## config.mk

```make
export PLATFORM = sky130hd
export DESIGN_NAME = inst_encoder
export DESIGN_NICKNAME = d
export VERILOG_FILES = /design/src/rtl/inst_encoder.sv
export SDC_FILE = /design/constraint.sdc
export NUM_CORES = 1
export LEC_CHECK = 0
export ABC_AREA = 1
export BUFFER_PORTS_ARGS = -buffer_cell sky130_fd_sc_hd__clkbuf_2
export CAP_MARGIN = 20
export CORE_MARGIN = 1
export CORE_UTILIZATION = 50
export DETAILED_ROUTE_END_ITERATION = 7
export PLACE_DENSITY = 0.78
export SLEW_MARGIN = 25
export SYNTH_ARGS = -nofsm -noshare
export SYNTH_HDL_FRONTEND = slang
export SYNTH_SLANG_ARGS = --single-unit
export TNS_END_PERCENT = 5
```

## constraint.sdc

```tcl
create_clock -name clk -period 2.1 [get_ports clk]
set_clock_uncertainty 0.2 [all_clocks]
set_input_delay 0.21 -clock clk [delete_from_list [all_inputs] [get_ports clk]]
set_output_delay 0.21 -clock clk [all_outputs]
set_load 0.05 [all_outputs]
```

## src/rtl/inst_encoder.sv

```systemverilog
// rtl/inst_encoder.sv - RV32 R/I/S/SB instruction encoder with address counter and 2-entry output FIFO
module inst_encoder (
  input  logic        clk,
  input  logic        rst_n,
  input  logic        in_valid,
  output logic        in_ready,
  input  logic [1:0]  in_fmt,
  input  logic [2:0]  in_funct3,
  input  logic [6:0]  in_funct7,
  input  logic [4:0]  in_rd,
  input  logic [4:0]  in_rs1,
  input  logic [4:0]  in_rs2,
  input  logic [63:0] in_imm,
  input  logic        base_load,
  input  logic [63:0] base_addr,
  output logic        out_valid,
  input  logic        out_ready,
  output logic [31:0] out_instr,
  output logic [63:0] out_addr,
  output logic        out_err,
  output logic [7:0]  err_count
);

  localparam logic [1:0] FMT_R  = 2'd0;
  localparam logic [1:0] FMT_I  = 2'd1;
  localparam logic [1:0] FMT_S  = 2'd2;

  localparam logic [6:0] OP_R  = 7'b0110011;
  localparam logic [6:0] OP_I  = 7'b0000011;
  localparam logic [6:0] OP_S  = 7'b0100011;
  localparam logic [6:0] OP_SB = 7'b1100011;

  // FIFO storage: two slots addressed by 1-bit read/write pointers
  logic [31:0] instr_q [2];
  logic [31:0] instr_d [2];
  logic [63:0] addr_q  [2];
  logic [63:0] addr_d  [2];
  logic [1:0]  errf_q;
  logic [1:0]  errf_d;
  logic        rd_ptr_q, rd_ptr_d;
  logic        wr_ptr_q, wr_ptr_d;
  logic [1:0]  count_q, count_d;
  logic [63:0] pc_q, pc_d;
  logic [7:0]  err_cnt_q, err_cnt_d;

  logic [31:0] enc_instr;
  logic        enc_err;
  logic        fits_12;
  logic        fits_13;
  logic [63:0] base_aligned;
  logic [63:0] req_addr;
  logic        push;
  logic        pop;

  // A value fits a signed N-bit field when every bit above N-1 matches the sign
  assign fits_12 = (&in_imm[63:11]) | ~(|in_imm[63:11]);
  assign fits_13 = (&in_imm[63:12]) | ~(|in_imm[63:12]);

  // Encode the presented request; out-of-range immediates are truncated and flagged
  always_comb begin
    enc_instr = '0;
    enc_err   = 1'b0;
    case (in_fmt)
      FMT_R: begin
        enc_instr = {in_funct7, in_rs2, in_rs1, in_funct3, in_rd, OP_R};
        enc_err   = 1'b0;
      end
      FMT_I: begin
        enc_instr = {in_imm[11:0], in_rs1, in_funct3, in_rd, OP_I};
        enc_err   = ~fits_12;
      end
      FMT_S: begin
        enc_instr = {in_imm[11:5], in_rs2, in_rs1, in_funct3, in_imm[4:0], OP_S};
        enc_err   = ~fits_12;
      end
      default: begin
        enc_instr = {in_imm[12], in_imm[10:5], in_rs2, in_rs1, in_funct3,
                     in_imm[4:1], in_imm[11], OP_SB};
        enc_err   = ~fits_13 | in_imm[0];
      end
    endcase
  end

  // Handshakes depend on registered occupancy only, never on out_ready
  assign in_ready     = (count_q != 2'd2);
  assign out_valid    = (count_q != 2'd0);
  assign push         = in_valid & in_ready;
  assign pop          = out_valid & out_ready;
  assign base_aligned = {base_addr[63:2], 2'b00};
  assign req_addr     = base_load ? base_aligned : pc_q;

  // Next-state for FIFO, address counter and error counter
  always_comb begin
    instr_d   = instr_q;
    addr_d    = addr_q;
    errf_d    = errf_q;
    rd_ptr_d  = rd_ptr_q;
    wr_ptr_d  = wr_ptr_q;
    count_d   = count_q;
    pc_d      = pc_q;
    err_cnt_d = err_cnt_q;

    if (push) begin
      instr_d[wr_ptr_q] = enc_instr;
      addr_d[wr_ptr_q]  = req_addr;
      errf_d[wr_ptr_q]  = enc_err;
      wr_ptr_d          = ~wr_ptr_q;
      pc_d              = req_addr + 64'd4;
      if (enc_err && (err_cnt_q != 8'hFF)) begin
        err_cnt_d = err_cnt_q + 8'd1;
      end
    end else if (base_load) begin
      pc_d = base_aligned;
    end

    if (pop) begin
      rd_ptr_d = ~rd_ptr_q;
    end

    case ({push, pop})
      2'b10:   count_d = count_q + 2'd1;
      2'b01:   count_d = count_q - 2'd1;
      default: count_d = count_q;
    endcase
  end

  // State registers with synchronous active-low reset clearing all storage
  always_ff @(posedge clk) begin
    if (!rst_n) begin
      instr_q[0] <= '0;
      instr_q[1] <= '0;
      addr_q[0]  <= '0;
      addr_q[1]  <= '0;
      errf_q     <= '0;
      rd_ptr_q   <= 1'b0;
      wr_ptr_q   <= 1'b0;
      count_q    <= '0;
      pc_q       <= '0;
      err_cnt_q  <= '0;
    end else begin
      instr_q[0] <= instr_d[0];
      instr_q[1] <= instr_d[1];
      addr_q[0]  <= addr_d[0];
      addr_q[1]  <= addr_d[1];
      errf_q     <= errf_d;
      rd_ptr_q   <= rd_ptr_d;
      wr_ptr_q   <= wr_ptr_d;
      count_q    <= count_d;
      pc_q       <= pc_d;
      err_cnt_q  <= err_cnt_d;
    end
  end

  assign out_instr = instr_q[rd_ptr_q];
  assign out_addr  = addr_q[rd_ptr_q];
  assign out_err   = errf_q[rd_ptr_q];
  assign err_count = err_cnt_q;

endmodule

```

# --- Yosys cells after proc, flatten, opt, wreduce, memory -nomap -nowiden ---
# Cells that the tools add are included.
totals:
  reg_bits: 270
  elab_cells: 73
  output_inout_bits: 107
  input_bits: 160
classes:
  eq_ne: 6
  muxes: 22
  n_reduce_logical: 12
  bitwise: 13
  addsub: 4
  magnitude_cmp: 6
op_table:
  columns: ["operator", "n"]
  rows:
  - ["two-way mux 64 bit", 6]
  - ["bitwise mux 128 bit", 1]
  - ["two-way mux 32 bit", 4]
  - ["case mux 32 bit (3 select lines)", 1]
  - ["adder 64 x 3 -> 64 bit (second input constant)", 1]
  - ["bitwise mux 64 bit", 1]
  - ["demux 64 bit (select 1 bit)", 1]
  - ["AND reduction 53 bit", 1]
  - ["OR reduction 53 bit", 1]
  - ["AND reduction 52 bit", 1]
  - ["OR reduction 52 bit", 1]
  - ["demux 32 bit (select 1 bit)", 1]
  - ["adder 8 x 1 -> 8 bit (second input constant)", 1]
  - ["inequality test 8 bit (second input constant)", 1]
  - ["NOT 1 bit", 6]
  - ["== test 2 x 1 -> 1 bit (second input constant)", 2]
  - ["== test 2 bit (second input constant)", 2]
  - ["greater-or-equal comparator 2 bit (second input constant)", 2]
  - ["less-than comparator 1 x 2 -> 1 bit (second input constant)", 2]
  - ["NOT 1 -> 2 bit", 2]
  - ["case mux 2 bit (2 select lines)", 1]
  - ["nonzero test 2 bit", 2]
  - ["logical AND 1 bit", 3]
  - ["two-way mux 1 bit", 3]
  - ["other kinds (13)", 16]

# --- Logic depth before layout (Yosys ltp) ---
depth:
  ltp_word: 8
  mapped_depth: 17
  ltp_nobuf: 15

# --- Worst setup path after synthesis ---
# No wires, ideal clock.
synth_path:
  path_type: "register to output"
  start: "register rd_ptr_q"
  end: "output port out_instr[1]"
  t_arrival_ps: 2181
  t_required_ps: 1690
  path_slack_ps: -491
  stages_incl_launch_ff: 5
  n_path_buf: 3
  path_cell_list: "dfxtp_1 -> clkbuf_1 -> clkbuf_1 -> o21ai_0 -> buf_4"
synth_between:
  elab_chain_len: 4
synth_rtl:
  columns: ["item", "line_no", "source"]
  rows:
  - ["start: declaration", "40", "logic rd_ptr_q, rd_ptr_d;"]
  - ["start signal: assignment", "146", "rd_ptr_q <= rd_ptr_d;"]
  - ["NOT 1 -> 2 bit (implied by the code)", "154", "assign out_instr = instr_q[rd_ptr_q];"]
  - ["two-way mux 32 bit (implied by the code) (3 in a row)", "154", null]
  - ["end: declaration", "18", "output logic [31:0] out_instr,"]
# No other way between the ends. The select of a mux whose other input is x is not followed.

# --- Final worst setup path ---
layout_path:
  start: "register rd_ptr_q"
  end: "output port out_instr[13]"
# Same word-level chain as after synthesis.

==> impl_metrics.xml <==
<?xml version="1.0" encoding="UTF-8"?>
<metrics>
  <group name="clock_network">
    <metric name="root_buffer" unit="">sky130_fd_sc_hd__clkbuf_16</metric>
    <metric name="cts_tree" unit="">built</metric>
    <metric name="clock_sinks" unit="">264</metric>
    <metric name="clkLatencyLatePin" unit="ps">550</metric>
    <metric name="cts.reportedPaths.clkPinSlew" unit="ps">70</metric>
    <metric name="clock_tree_buf_depth" unit="">3</metric>
    <metric name="cts_inserted_buffers" unit="">28</metric>
    <metric name="number_of_h_tree_levels" unit="">1</metric>
  </group>
  <group name="synth">
    <metric name="synth_commonest_cells" unit="">sky130_fd_sc_hd__nand2_1, sky130_fd_sc_hd__o21ai_0, sky130_fd_sc_hd__dfxtp_1, sky130_fd_sc_hd__inv_1, sky130_fd_sc_hd__a21oi_1</metric>
    <metric name="synth_most_common_cell" unit="">sky130_fd_sc_hd__nand2_1</metric>
    <metric name="synth-warning-count" unit="">0</metric>
    <metric name="netlist.area_leader.share" unit="">0.399</metric>
    <metric name="ys_seq_area_frac" unit="">0.399</metric>
    <metric name="cell_area_after_technology_mapping" unit="µm²">13200</metric>
    <metric name="synth_flop_cell" unit="">sky130_fd_sc_hd__dfxtp_1</metric>
    <metric name="count_of_flip_flops_with_a_built_in_enable_after_synthesis" unit="">0</metric>
    <metric name="syn_avg_cell_area" unit="µm²">6.62</metric>
    <metric name="synth_area_leaders" unit="">sky130_fd_sc_hd__dfxtp_1, sky130_fd_sc_hd__nand2_1, sky130_fd_sc_hd__o21ai_0, sky130_fd_sc_hd__inv_1, sky130_fd_sc_hd__a21oi_1</metric>
    <metric name="netlist_instances" unit="">2000</metric>
    <metric name="ys_seq_elements" unit="">264</metric>
    <metric name="post-synth-top-area-cell" unit="">sky130_fd_sc_hd__dfxtp_1</metric>
    <metric name="synth.lib_cells_used.distinct" unit="">45</metric>
    <metric name="synth_async_sr_flop_share" unit="">0</metric>
  </group>
  <group name="flow_run">
    <metric name="maxCapViolCount" unit="">0</metric>
  </group>
  <group name="placed_design">
    <metric name="dp_hpwl" unit="µm">30800</metric>
    <metric name="input_output_buffers" unit="">262</metric>
    <metric name="gp_routability_congestion" unit="">0.969</metric>
  </group>
  <group name="die">
    <metric name="io-pin-count" unit="">267</metric>
    <metric name="core-area" unit="µm²">26000</metric>
    <metric name="floorplan.die.height" unit="µm">165</metric>
    <metric name="design.die.area" unit="µm²">27100</metric>
    <metric name="rows" unit="">59</metric>
    <metric name="start_util" unit="">0.509</metric>
    <metric name="floorplan.die.width" unit="µm">165</metric>
  </group>
  <group name="global_route">
    <metric name="number_of_global_route_vias_before_repair" unit="">14000</metric>
    <metric name="grt_use_total" unit="">0.319</metric>
    <metric name="pin_count_of_the_biggest_net_entering_global_routing" unit="">97</metric>
    <metric name="grt_first_pass_wirelength" unit="µm">69200</metric>
    <metric name="antenna_found_initial" unit="">0</metric>
    <metric name="overflow" unit="">0</metric>
  </group>
  <group name="cells_and_area">
    <metric name="final_layout_size_suffix_gt1_frac" unit="">0.275</metric>
    <metric name="final_nets" unit="">2660</metric>
    <metric name="number_of_inserted_diodes" unit="">0</metric>
    <metric name="areaGrowthSynthToFinish" unit="%">46.0</metric>
  </group>
  <group name="sta">
    <metric name="maxClockFrequency" unit="MHz">455</metric>
    <metric name="timing_worst_slew_pin_value" unit="ps">522</metric>
    <metric name="timing_max_transition_violations_final" unit="">0</metric>
    <metric name="rsz0062_at_grt" unit="">true</metric>
    <metric name="report.final.setup_viol" unit="">83</metric>
    <metric name="timing.final.hold_violations" unit="">0</metric>
    <metric name="min_period" unit="ps">2200</metric>
    <metric name="worst_slack" unit="ps">-98.6</metric>
    <metric name="max_slew_margin" unit="">0.648</metric>
    <metric name="finalCritPeriodShare" unit="">1.05</metric>
    <metric name="totalNegativeSetupSlack" unit="ps">-2270</metric>
  </group>
  <group name="detailed_routing">
    <metric name="drc" unit="">0</metric>
    <metric name="via_per_inst" unit="">5.56</metric>
    <metric name="routedWlPerCell" unit="µm">17.6</metric>
    <metric name="drt_pre_antenna_iters" unit="">7</metric>
    <metric name="postRouteAntennaNets" unit="">0</metric>
    <metric name="detailroute.via_count" unit="">15800</metric>
    <metric name="first_iter_violations" unit="">1522</metric>
    <metric name="routed_wirelength" unit="µm">50200</metric>
  </group>
  <group name="setup_path">
    <metric name="cp-start-kind" unit="">flip-flop</metric>
    <metric name="crit_family" unit="">buffers and inverters</metric>
    <metric name="worstPathCellList" unit="">buf_4, clkbuf_16, nand2_1, o21ai_0, buf_4</metric>
    <metric name="setup.worst_path.class" unit="">flip-flop to primary output</metric>
    <metric name="worstPathBufferInverterCount" unit="">3</metric>
    <metric name="crit_slowest_cell" unit="">sky130_fd_sc_hd__dfxtp_4</metric>
    <metric name="kind_of_capture_point_of_the_worst_setup_path" unit="">primary output</metric>
    <metric name="cp.arrival" unit="ps">1790</metric>
    <metric name="cp.required" unit="ps">1690</metric>
    <metric name="crit_top_cell" unit="">sky130_fd_sc_hd__buf_4</metric>
    <metric name="largest_fanout_on_the_critical_path" unit="">21</metric>
    <metric name="ff2ff_setup_slack" unit="ps">-50</metric>
    <metric name="cpPeakStageDelay" unit="ps">380</metric>
  </group>
  <group name="hold_path">
    <metric name="hold_path.class" unit="">input pin to flip-flop</metric>
  </group>
  <group name="power">
    <metric name="cellLeakagePower" unit="nW">8.82</metric>
    <metric name="vdd_ir_drop_max" unit="V">0.000604</metric>
    <metric name="power_density" unit="nW/µm²">901</metric>
    <metric name="total_power" unit="W">0.0174</metric>
  </group>
  <group name="outcome">
    <metric name="failing_checks" unit="">negative setup slack</metric>
    <metric name="outcome" unit="">finished with violations</metric>
  </group>
</metrics>
[cells in the final DEF (no fill, tap or decap), drive strengths merged, types with 8 or more instances in the layout]
cell type	synthesis	layout
a21oi	189	189
a22oi	11	11
buf	24	310
clkbuf	83	229
dfxtp	264	264
dlygate4sd3	0	69
ha	8	8
inv	274	276
nand2	417	417
nand3	78	78
nand4	28	28
nor2	198	198
nor3	34	34
o21a	8	8
o21ai	333	333
o22ai	13	13
[power breakdown]
part | leakage [nW] | total [W] | internal (W) | switching [W]
combinational | 6.14 | 0.00591 | 0.00208 | 0.00382
clock | 0.508 | 0.00568 | 0.00352 | 0.00217
sequential | 2.17 | 0.00582 | 0.00557 | 0.000258
total | 8.82 | 0.0174 | 0.0112 | 0.00625
[per-stage QoR]
step	hold slack, ps	worst slack [ps]	cells	cell area [µm²]	utilization
detailed placement	216	-501	2698	16200	0.624
finish	4.00	-98.6	2849	19300	0.744
CTS	0.438	-72.8	2822	18400	0.707
global placement	215	-425	2698	16200	0.624
floorplan	113	-209	2001	13300	-
global route	35.4	-151	2849	19300	0.744
[final cells by class]
cell class	count	area [µm²]
multi-input cells	1354	6840
clock buffers	40	837
flip-flops and latches	264	5290
repair buffers	568	4670
inverters	276	1050
fillers	1919	6660
clock inverters	12	226
well taps	335	419
[registers in the layout (all words and copies together) (netlist names)]
name	flops
wr_ptr_q	1
instr_q	58
count_q	2
addr_q	128
pc_q	64
errf_q	2
err_count	8
rd_ptr_q	1
[cells by family after synthesis]
| group | count (synthesis) | synth area share |
|---|---|---|
| AOI/OAI and AO/OA | 567 | 0.224 |
| buffers and inverters | 383 | 0.117 |
| muxes | 2 | 0.00151 |
| xor gates and xnor gates | 1 | 0.000662 |
| adders and majority gates | 8 | 0.00756 |
| DFF | 264 | 0.399 |
| other | 1 | 0.000283 |
| and+or+nand+nor | 774 | 0.249 |
[layer usage]
metal  GRT usage  share of wire
met1       0.406           0.40
met2       0.550           0.48
met3      0.0442          0.082
met4       0.109          0.039
met5           0              0
[repair_timing]
action / in CTS / in global routing
cloned: 0 / 11
gates resized for setup: 138 / 349
pin swaps: 6 / 24
hold buffers: 69 / 0
buffers inserted: 3 / 16
endpoints found under the hold margin: 99 / 0
setup endpoints to repair: 251 / 303
[worst register-to-register path, delay by kind of cell, from the launching register on]
family	cells	cell delay, ps
DFF	1	340
buffers and inverters	7	820
and+or+nand+nor	1	240
AOI/OAI and AO/OA	3	440
[final timing paths]
path / endpoint / start / cells past startpoint
min: addr_q[30] / base_addr[30] / 6
max: out_instr[13] / rd_ptr_q / 5
max reg2reg: instr_q[36] / count_q[0] / 11
min reg2reg: addr_q[94] / addr_q[94] / 2
(Power assumes the default switching activity.)
